**config.mk**
```make
export PLATFORM = sky130hd
export DESIGN_NAME = pointwise_accum
export DESIGN_NICKNAME = d
export VERILOG_FILES = /design/src/rtl/pointwise_pkg.sv /design/src/rtl/pointwise_out_fifo.sv /design/src/rtl/pointwise_accum.sv
export SDC_FILE = /design/constraint.sdc
export NUM_CORES = 2
export LEC_CHECK = 0
export ABC_CLOCK_PERIOD_IN_PS = 13300
export CAP_MARGIN = 10
export CORE_UTILIZATION = 40
export CTS_CLUSTER_SIZE = 10
export DETAILED_ROUTE_END_ITERATION = 8
export GPL_ROUTABILITY_DRIVEN = 0
export MAX_ROUTING_LAYER = met4
export PLACE_DENSITY_LB_ADDON = 0.3
export SYNTH_ARGS = -nofsm -noshare
export SYNTH_HDL_FRONTEND = slang
export SYNTH_SLANG_ARGS = --single-unit
```
**constraint.sdc**
```tcl
create_clock -name clk -period 13.3 [get_ports clk]
set_clock_uncertainty 0.2 [all_clocks]
set_input_delay 1.995 -clock clk [delete_from_list [all_inputs] [get_ports clk]]
set_output_delay 1.995 -clock clk [all_outputs]
set_load 0.1 [all_outputs]
```
**src/rtl/pointwise_pkg.sv**
```systemverilog
// -----------------------------------------------------------------------------
// pointwise_pkg
// Shared widths and helpers for the pointwise accumulator slice.
//   - lane width, channel parallelism, accumulator guard bits, FIFO depth
//   - sat_to_data   : clamp an accumulator value to the signed lane range
//   - is_last_group : true when a group base is the final group of a count
// The lane and accumulator widths are fixed here for the whole slice.
// -----------------------------------------------------------------------------
package pointwise_pkg;

  localparam int DATA_WIDTH             = 16;
  localparam int INCHANNEL_PARALLELISM  = 8;
  localparam int OUTCHANNEL_PARALLELISM = 8;
  localparam int ACC_GUARD              = 4;
  localparam int FIFO_DEPTH             = 4;

  localparam int ACC_WIDTH   = DATA_WIDTH + ACC_GUARD;
  localparam int FEAT_WIDTH  = DATA_WIDTH * OUTCHANNEL_PARALLELISM;
  // FIFO entry layout: {last_oc, oc_sel[7:0], feature}
  localparam int ENTRY_WIDTH = FEAT_WIDTH + 8 + 1;

  typedef logic signed [ACC_WIDTH-1:0]  acc_t;
  typedef logic signed [DATA_WIDTH-1:0] data_t;

  localparam acc_t SAT_MAX = {{(ACC_GUARD + 1){1'b0}}, {(DATA_WIDTH - 1){1'b1}}};
  localparam acc_t SAT_MIN = {{(ACC_GUARD + 1){1'b1}}, {(DATA_WIDTH - 1){1'b0}}};

  function automatic data_t sat_to_data(input acc_t value);
    if (value > SAT_MAX) return SAT_MAX[DATA_WIDTH-1:0];
    if (value < SAT_MIN) return SAT_MIN[DATA_WIDTH-1:0];
    return value[DATA_WIDTH-1:0];
  endfunction

  // A group is last when the whole count fits in one group, or when its base
  // reaches the start of the final group. The guard keeps count-par from
  // underflowing.
  function automatic logic is_last_group(input logic [7:0] count,
                                         input logic [7:0] sel,
                                         input logic [7:0] par);
    return (count <= par) || (sel >= count - par);
  endfunction

endpackage

```
**src/rtl/pointwise_out_fifo.sv**
```systemverilog
// -----------------------------------------------------------------------------
// pointwise_out_fifo
// Synchronous FIFO with a registered head. The head register only changes on a
// pop or on a push into an empty FIFO, so it holds steady while stalled.
// A push while full is accepted only when a pop happens in the same cycle.
// Ports:
//   clk, rst_n  : clock, asynchronous active-low reset
//   clear       : synchronous flush (pointers, count, head to zero)
//   push, push_data : write request and data
//   pop         : consumer takes the head (ignored when empty)
//   head_data   : current head entry
//   full, empty, count : occupancy
// DEPTH must be a power of two and at least 2.
// -----------------------------------------------------------------------------
module pointwise_out_fifo #(
  parameter  int WIDTH = 8,
  parameter  int DEPTH = 4,
  localparam int CNT_W = $clog2(DEPTH + 1)
) (
  input  logic             clk,
  input  logic             rst_n,
  input  logic             clear,
  input  logic             push,
  input  logic [WIDTH-1:0] push_data,
  input  logic             pop,
  output logic [WIDTH-1:0] head_data,
  output logic             full,
  output logic             empty,
  output logic [CNT_W-1:0] count
);

  localparam int PTR_W = $clog2(DEPTH);

  logic [WIDTH-1:0] mem_q [DEPTH];
  logic [PTR_W-1:0] wr_ptr_q, wr_ptr_d;
  logic [PTR_W-1:0] rd_ptr_q, rd_ptr_d;
  logic [PTR_W-1:0] rd_next;
  logic [CNT_W-1:0] count_q, count_d;
  logic [WIDTH-1:0] head_q, head_d;
  logic             push_fire, pop_fire;

  always_comb begin
    // NOTE: every signal gets a default before any branch so no path leaves it
    // unassigned; otherwise a latch is inferred.
    empty     = (count_q == '0);
    full      = (count_q == CNT_W'(DEPTH));
    pop_fire  = pop && !empty;
    push_fire = push && (!full || pop_fire);
    rd_next   = rd_ptr_q + PTR_W'(1);
    wr_ptr_d  = wr_ptr_q;
    rd_ptr_d  = rd_ptr_q;
    count_d   = count_q;
    head_d    = head_q;

    if (push_fire) wr_ptr_d = wr_ptr_q + PTR_W'(1);
    if (pop_fire)  rd_ptr_d = rd_next;

    unique case ({push_fire, pop_fire})
      2'b10:   count_d = count_q + CNT_W'(1);
      2'b01:   count_d = count_q - CNT_W'(1);
      default: count_d = count_q;
    endcase

    // Head refill: the next stored entry if one exists, otherwise the entry
    // being pushed this cycle (pass-through into an empty FIFO).
    if (pop_fire) begin
      if (count_q > CNT_W'(1)) head_d = mem_q[rd_next];
      else if (push_fire)      head_d = push_data;
    end else if (push_fire && empty) begin
      head_d = push_data;
    end

    if (clear) begin
      wr_ptr_d = '0;
      rd_ptr_d = '0;
      count_d  = '0;
      head_d   = '0;
    end
  end

  // NOTE: state flops use non-blocking assignments so every flop samples the
  // pre-edge values regardless of statement order.
  always_ff @(posedge clk or negedge rst_n) begin
    if (!rst_n) begin
      wr_ptr_q <= '0;
      rd_ptr_q <= '0;
      count_q  <= '0;
      head_q   <= '0;
    end else begin
      wr_ptr_q <= wr_ptr_d;
      rd_ptr_q <= rd_ptr_d;
      count_q  <= count_d;
      head_q   <= head_d;
    end
  end

  // NOTE: storage has no reset; it is never read before being written because
  // count gates every read, and leaving it unreset keeps it a plain RAM.
  always_ff @(posedge clk) begin
    if (push_fire && !clear) mem_q[wr_ptr_q] <= push_data;
  end

  assign head_data = head_q;
  assign count     = count_q;

endmodule

```
**src/rtl/pointwise_accum.sv**
```systemverilog
// -----------------------------------------------------------------------------
// pointwise_accum
// Receives the pointwise convolution partial stream, sums partials across
// input-channel groups per output lane, saturates finished groups to the lane
// width and queues them for the next stage over valid/ready.
// Ports:
//   clk, rst_n          : clock, asynchronous active-low reset
//   start               : one-cycle layer restart (wins over in_valid)
//   input_channel, output_channel, output_size : layer shape
//   in_valid, in_feature, in_ic_sel, in_oc_sel : partial-result beat
//   out_valid, out_ready, out_feature, out_oc_sel, out_last : output stream
//   pixel_cnt           : pixels fully emitted since start
//   layer_done          : pulse after the final group of the final pixel
//   overflow            : sticky, a finished group was dropped on a full FIFO
// Build option: define POINTWISE_ACCUM_RELU_EN to clamp negative results to 0.
// -----------------------------------------------------------------------------
module pointwise_accum
  import pointwise_pkg::*;
(
  input  logic                  clk,
  input  logic                  rst_n,
  input  logic                  start,
  input  logic [7:0]            input_channel,
  input  logic [7:0]            output_channel,
  input  logic [7:0]            output_size,
  input  logic                  in_valid,
  input  logic [FEAT_WIDTH-1:0] in_feature,
  input  logic [7:0]            in_ic_sel,
  input  logic [7:0]            in_oc_sel,
  output logic                  out_valid,
  input  logic                  out_ready,
  output logic [FEAT_WIDTH-1:0] out_feature,
  output logic [7:0]            out_oc_sel,
  output logic                  out_last,
  output logic [15:0]           pixel_cnt,
  output logic                  layer_done,
  output logic                  overflow
);

  localparam int LANES = OUTCHANNEL_PARALLELISM;
  localparam int CNT_W = $clog2(FIFO_DEPTH + 1);

  acc_t  acc_q [LANES];
  acc_t  acc_d [LANES];
  acc_t  lane_sum [LANES];
  data_t lane_in  [LANES];
  data_t lane_sat [LANES];

  logic [FEAT_WIDTH-1:0]  push_feature;
  logic [ENTRY_WIDTH-1:0] push_entry, head_entry;
  logic                   is_first, is_last_ic, is_last_oc;
  logic                   push, pop_fire;
  logic                   fifo_full, fifo_empty;
  logic [CNT_W-1:0]       fifo_count;
  logic [15:0]            pixel_total;
  logic [15:0]            pixel_cnt_q, pixel_cnt_d;
  logic                   layer_done_q, layer_done_d;
  logic                   overflow_q, overflow_d;

  // Beat classification and per-lane accumulate / finish path.
  always_comb begin
    is_first     = (in_ic_sel == '0);
    is_last_ic   = is_last_group(input_channel, in_ic_sel, 8'(INCHANNEL_PARALLELISM));
    is_last_oc   = is_last_group(output_channel, in_oc_sel, 8'(OUTCHANNEL_PARALLELISM));
    push         = in_valid && is_last_ic && !start;
    push_feature = '0;

    for (int i = 0; i < LANES; i++) begin
      lane_in[i]  = in_feature[DATA_WIDTH*i +: DATA_WIDTH];
      // A first group starts from zero; a stray non-first group without a
      // preceding first simply adds onto whatever acc holds.
      lane_sum[i] = (is_first ? acc_t'(0) : acc_q[i])
                  + {{ACC_GUARD{lane_in[i][DATA_WIDTH-1]}}, lane_in[i]};
      lane_sat[i] = sat_to_data(lane_sum[i]);
`ifdef POINTWISE_ACCUM_RELU_EN
      if (lane_sat[i][DATA_WIDTH-1]) lane_sat[i] = '0;
`endif
      push_feature[DATA_WIDTH*i +: DATA_WIDTH] = lane_sat[i];

      acc_d[i] = acc_q[i];
      if (start)         acc_d[i] = '0;
      // The accumulator clears after a last group even if the FIFO drops it.
      else if (in_valid) acc_d[i] = is_last_ic ? acc_t'(0) : lane_sum[i];
    end

    push_entry = {is_last_oc, in_oc_sel, push_feature};
  end

  pointwise_out_fifo #(
    .WIDTH (ENTRY_WIDTH),
    .DEPTH (FIFO_DEPTH)
  ) u_fifo (
    .clk       (clk),
    .rst_n     (rst_n),
    .clear     (start),
    .push      (push),
    .push_data (push_entry),
    .pop       (pop_fire),
    .head_data (head_entry),
    .full      (fifo_full),
    .empty     (fifo_empty),
    .count     (fifo_count)
  );

  assign pop_fire    = out_ready && !fifo_empty && !start;
  assign out_valid   = (fifo_count != '0);
  assign out_feature = head_entry[FEAT_WIDTH-1:0];
  assign out_oc_sel  = head_entry[FEAT_WIDTH +: 8];
  assign out_last    = head_entry[ENTRY_WIDTH-1];

  // Pixel progress, completion pulse and sticky overflow.
  always_comb begin
    pixel_total  = 16'(output_size) * 16'(output_size);
    pixel_cnt_d  = pixel_cnt_q;
    layer_done_d = 1'b0;
    overflow_d   = overflow_q;

    if (start) begin
      pixel_cnt_d = '0;
      overflow_d  = 1'b0;
    end else begin
      // Counting stops once the layer's pixel total is reached.
      if (pop_fire && out_last && (pixel_cnt_q < pixel_total)) begin
        pixel_cnt_d  = pixel_cnt_q + 16'd1;
        layer_done_d = (pixel_cnt_q + 16'd1 == pixel_total);
      end
      if (push && fifo_full && !pop_fire) overflow_d = 1'b1;
    end
  end

  always_ff @(posedge clk or negedge rst_n) begin
    if (!rst_n) begin
      for (int i = 0; i < LANES; i++) acc_q[i] <= '0;
      pixel_cnt_q  <= '0;
      layer_done_q <= 1'b0;
      overflow_q   <= 1'b0;
    end else begin
      for (int i = 0; i < LANES; i++) acc_q[i] <= acc_d[i];
      pixel_cnt_q  <= pixel_cnt_d;
      layer_done_q <= layer_done_d;
      overflow_q   <= overflow_d;
    end
  end

  assign pixel_cnt  = pixel_cnt_q;
  assign layer_done = layer_done_q;
  assign overflow   = overflow_q;

endmodule

```
Word level (Yosys, flattened, before mapping) --
Memories as Yosys holds them, arrays and structs flattened. Index checks and enable logic that the tools add are counted.
Storage, ports and cells: register bits 322, RAM bits 548, input port bits 173, logic and storage cells 196, memories 1
Cells by class: add/subtract/negate cells 15, $mul 1, $lt $le $gt $ge 22, equality and inequality tests 5, mux-type cells 107, reductions and logical operators 30
Memory list:
- u_fifo.mem_q | depth 4, bits a word 137, read ports 1, clocked after Yosys merged registers in 0, wr ports 1, line pointwise_out_fifo.sv:34 | logic [WIDTH-1:0] mem_q [DEPTH];
Operators by type and width (count):
- $mux 137 | 5
- $mux 20 | 32
- $mux 16 | 34
- $add 20x20->20 | 8
- $gt 20x16->1 const B | 8
- $lt 20x16->1 const B | 8
- $mux 1 | 30
- $add 16x1->16 const B | 1
- $eq 16x16->1 | 1
- $ge 8x8->1 | 2
- $le 8x4->1 const B | 2
- $lt 16x16->1 | 1
- $mul 8x8->16 | 1
- $sub 8x4->8 const B | 2
- $logic_and 1x1->1 | 12
- $reduce_bool 2->1 | 5
- $reduce_bool 3->1 | 3
- $logic_not 8->1 | 1
- $mux 2 | 4
- $pmux 3 s2 | 1
- $add 2x1->2 const B | 2
- $logic_not 1->1 | 4
- $ne 4x3->1 const B | 1
- $add 3x1->3 const B | 1
- other kinds (9) | 11

Logic depth before layout (Yosys ltp) --
word-level depth 12, mapped depth 28

Hierarchy --
A second synthesis with hierarchy kept.
Unflattened totals: cells, all modules 3866, area, all modules 46988.8 sq um
By module, submodules not included:
- pointwise_out_fifo | instances 1, cells each 1562, area an instance 27938.0 sq um, seq. area each 20059.2 sq um
- pointwise_accum | instances 1, cells each 2304, area an instance 19050.8 sq um, seq. area each 4454.3 sq um

Least setup slack after synthesis --
Ideal clock, no wire load.
path type input-to-reg, from input port input_channel[3], to memory u_fifo.mem_q[0][0] (netlist name), enable pin, library setup time 0.513 ns, arrival 7.081 ns, data required time 12.587 ns, slack 5.506 ns, stages 13, buffers on the path 0, cell sequence inv_1 -> ha_1 -> nand2_1 -> xor2_1 -> ha_1 -> and3_1 -> a22o_1 -> a211o_1 -> a31oi_1 -> nor2_1 -> nand2_1 -> nor2_1 -> and2_1
On the way: word-level cells in the longest chain between the ends 9, elaborated cells on any way between the ends 10, classes of those cells add/sub: 1; order compare: 2; mux: 2; reduce/logical: 5
Ends and longest elaborated chain:
- start, declared | line pointwise_accum.sv:23 | input logic [7:0] input_channel,
- $sub 8x4->8 | line pointwise_pkg.sv:40 | return (count <= par) || (sel >= count - par);
- $ge 8x8->1 | line pointwise_pkg.sv:40
- $logic_or 1x1->1 (*) | line pointwise_pkg.sv:40
- $logic_and 1x1->1 (*) (2 in series) | line pointwise_accum.sv:65 | push = in_valid && is_last_ic && !start;
- $logic_and 1x1->1 (*) | line pointwise_out_fifo.sv:48 | push_fire = push && (!full || pop_fire);
- $logic_and 1x1->1 (*) | line pointwise_out_fifo.sv:100 | if (push_fire && !clear) mem_q[wr_ptr_q] <= push_data;
- $mux 1 (*) | line pointwise_out_fifo.sv:100
- $mux 1 (implied by the code) (*) | line pointwise_out_fifo.sv:100
- end, declared | line pointwise_out_fifo.sv:34
Mark *: on every way between the ends. The rest lies on a longest branch, timed or not.

Worst setup path in the final report --
from input port output_size[5], to register layer_done_q, in the netlist layer_done
On the way: word-level cells in the longest chain between the ends 5, elaborated cells on any way between the ends 6, classes of those cells mul: 1; order compare: 1; eq/ne: 1; mux: 2; reduce/logical: 1
Ends and longest elaborated chain:
- start, declared | line pointwise_accum.sv:25 | input logic [7:0] output_size,
- $mul 8x8->16 (*) | line pointwise_accum.sv:113 | pixel_total = 16'(output_size) * 16'(output_size);
- $lt 16x16->1 | line pointwise_accum.sv:123 | if (pop_fire && out_last && (pixel_cnt_q < pixel_total)) begin
- $logic_and 1x1->1 | line pointwise_accum.sv:123
- $mux 1 (*) | line pointwise_accum.sv:123
- $mux 1 (*) | line pointwise_accum.sv:118 | if (start) begin
- net layer_done_d | line pointwise_accum.sv:57 | logic layer_done_q, layer_done_d;
- end signal, assigned | line pointwise_accum.sv:140 | layer_done_q <= layer_done_d;
- end, declared | line pointwise_accum.sv:57
The timed path passes the listed nets; every way through them passes the cells marked *. A chain may end at the register's enable or synchronous reset.

==> results.tsv <==
stage	metric	value	unit
run_status	status	finished, final reports clean	
yosys	EDFF count, synth	548	
clock_network	CTS resizes	0	
floorplan	IO Count	329	
routing	First-pass DRT Iterations	6	
clock_network	Hold-fix buffers, CTS	0	
clock_network	CTS max path bufs	3	
timing	Slew Limit Fails	0	
grt	GRT Resource Usage Total	22.8	%
worst_hold_path	Hold WC Path Type	flop to flop	
yosys	Synth Area per Inst	12.1	µm²
routing	drt total wl	129000	µm
critical_path	critical register-to-register path startpoint	acc_q[131]	
cells_and_area	share of cells above drive strength 1	8.66	%
routing	DR WL/cell	22.8	µm
yosys	ys async rst share	37.0	%
grt	vias in the first global route	32400	
routing	met3 wire len	8970	µm
grt	initial antenna violation count	8	
clock_network	number of buffers created by CTS	103	
routing	routed wl met2	61300	µm
routing	Avg Vias per Cell	5.71	
timing	worst slew pin tran	1350	ps
floorplan	Core ar.	113000	µm²
floorplan	row count	123	
clock_network	Post-CTS Setup Bufs	0	
yosys	Synth Instances	3794	
yosys	Yosys warnings	0	
timing	RSZ-0062 raised after global routing	no	
routing	initial detailed-routing violation count	2491	
routing	Vias	32400	
yosys	Main synth FF type	edfxtp_1	
yosys	area leader, netlist	edfxtp_1	
yosys	synthesis-stage register bit count	870	
clock_network	clk sinks	870	
clock_network	Worst-Skew Late Latency	690	ps
timing	Max transition margin	9.58	%
grt	gr ovfl total	0	
critical_path	CP startpoint kind	input pin	
yosys	synthesized cell area	45700	µm²
timing	Fmax achieved	121	MHz
critical_path	Crit Path Class	input pin to flop	
routing	DRC errors left	0	
floorplan	Starting Density	40.5	%
timing	Setup violations, final	0	
yosys	commonest cells in the netlist	548 x edfxtp_1, 339 x o21ai_0, 322 x dfrtp_1, 308 x nand2_1, 223 x ha_1	
clock_network	Root Driver	clkbuf_16	
critical_path	crit-path cells	clkdlybuf4s50_1 > inv_1 > nor2_1 > fa_1 > fa_1 > inv_1 > fa_1 > fa_1 > inv_1 > ha_1 > nor3_1 > a211oi_1 > a311oi_1 > a21oi_1 > xnor2_1 > ha_1 > nor2b_1 > o31a_1 > and2_1 > a31o_2 > nor4_1 > nand4_1 > nor4b_1	
worst_hold_path	startpoint of the worst hold path	acc_q[110]	
yosys	Synth Net Count	4223	
clock_network	Clock Pin Slew Worst Setup and Hold Paths	60	ps
routing	WL met1	56400	µm
pwr	Power Total	10000	µW
job	Max Cap Viol	0	
critical_path	Crit-path slowest cell	clkdlybuf4s50_1	
cells_and_area	Layout area overhead	17.6	%
pwr	Leakage	0.0206	µW
critical_path	worst path required time	13680	ps
yosys	Synth area leaders	edfxtp_1 36%, dfrtp_1 18%, mux4_2 6.7%	
pwr	Max VDD drop	0.126	mV
grt	largest net degree at the start of global routing	127	
yosys	Seq/Total Area, Yosys	53.6	%
floorplan	DIE AREA	116000	µm²
routing	Routed Antenna Nets	0	
yosys	most common cell in the netlist	edfxtp_1	
pwr	pwr/cell area	187	nW/µm²
critical_path	Worst setup EP type	flop	
cells_and_area	Final #Nets	4509	
critical_path	Critical Path AT	8660	ps
critical_path	CP peak stage delay	600	ps
cells_and_area	Filler Cell Count	10200	
floorplan	width of the die	340	µm
yosys	Synth top area share	36.0	%
timing	setup TNS	0	ps
floorplan	die height	340	µm
placed_design	post-DP HPWL	85800	µm
timing	Final Hold Fails	0	
critical_path	Worst Path Max Fanout	33	
clock_network	CTS tree	built	
yosys	Yosys cell types	84	
critical_path	Top cell by count, worst path	fa_1	
critical_path	Crit. Startpoint	output_size[5]	
timing	crit path time final	8280	ps
clock_network	H-tree Lvls	3	
routing	uppermost layer routed	met4	
placed_design	number of port buffers	328	
timing	fin crit share	62.3	%
grt	first-pass GRT wire length	196000	µm
## through the flow
stage                     util (%)  worst slack (ps)  area (µm²)  hold slack (ps)  std cells
after floorplan                  -              5510       45700              242       3794
after global placement        44.8              4520       50600              254       5474
after detailed placement      44.8              4340       50600              262       5474
after CTS                     47.6              5070       53800              276       5666
after global routing          47.6              4510       53800              288       5671
final                         47.6              5020       53800              271       5671
## critical path, delay by kind of cell
| kind | cells | cell delay [ps] |
|---|---|---|
| fa+ha+maj | 6 | 2710 |
| buf+inv | 4 | 840 |
| simple gates | 7 | 1510 |
| xor+xnor | 1 | 240 |
| compound gates | 5 | 1370 |
## power breakdown
part	internal [µW]	switching (µW)
clock	1590	1120
combinational	1130	2670
sequential	3300	239
total	6020	4030
## sequential cells by signal, indices dropped and copies added, names as in the netlist
name	count
overflow	1
u_fifo.mem_q	548
u_fifo.count	3
u_fifo.head_data	137
pixel_cnt	16
u_fifo.rd_ptr_q	2
layer_done	1
u_fifo.wr_ptr_q	2
acc_q	160
## layout by cell type, fill, tap and decap left out, types with 61 or more instances in the layout
master,count
a21o_1,61
nand2_1,308
clkbuf_16,105
dfrtp_1,320
edfxtp_1,548
xor2_1,79
inv_1,147
nor2_1,143
a22oi_1,93
clkbuf_1,63
a21oi_1,185
ha_1,223
and2_1,182
mux4_2,137
o21ai_0,338
a22o_1,63
o211ai_1,77
xnor2_1,106
clkdlybuf4s50_1,323
## worst paths after layout
kind	to	slack [ps]	cells past startpoint
max in group asynchronous	u_fifo.head_data[4]	9620	3
min in group asynchronous	u_fifo.head_data[72]	1180	1
hold reg to reg	acc_q[110]	270	2
setup reg to reg	u_fifo.head_data[22]	8440	11
setup / recovery	layer_done	5020	23
hold / removal	acc_q[110]	270	2
## kinds of logic after synthesis
logic type	synth area share (%)
XOR/XNOR	3.56
AND/OR/NAND/NOR	9.54
adder cells (fa/ha/maj)	7.54
multiplexers	6.88
flip-flops	53.6
other	0.0164
buffers and inverters	2.91
AO/OA/AOI/OAI	16.0
## area by class of cell
type	instances	area, µm²	area share, %
repair buffers	373	3630	6.75
well taps	1500	1880	3.49
diodes	4	10.0	0.0186
clock inverters	17	244	0.453
inverters	149	559	1.04
flip-flops and latches	870	24500	45.6
clock buffers	175	2960	5.50
multi-input cells	2583	20000	37.2
## per-layer routing
metal | track usage [%] | vias to the layer above
li1 | - | 14900
met1 | 30.1 | 16300
met2 | 36.2 | 974
met3 | 4.33 | 150
met4 | 5.64 | 0
met5 | - | -
Note: power is estimated with default switching activity, not from simulation.
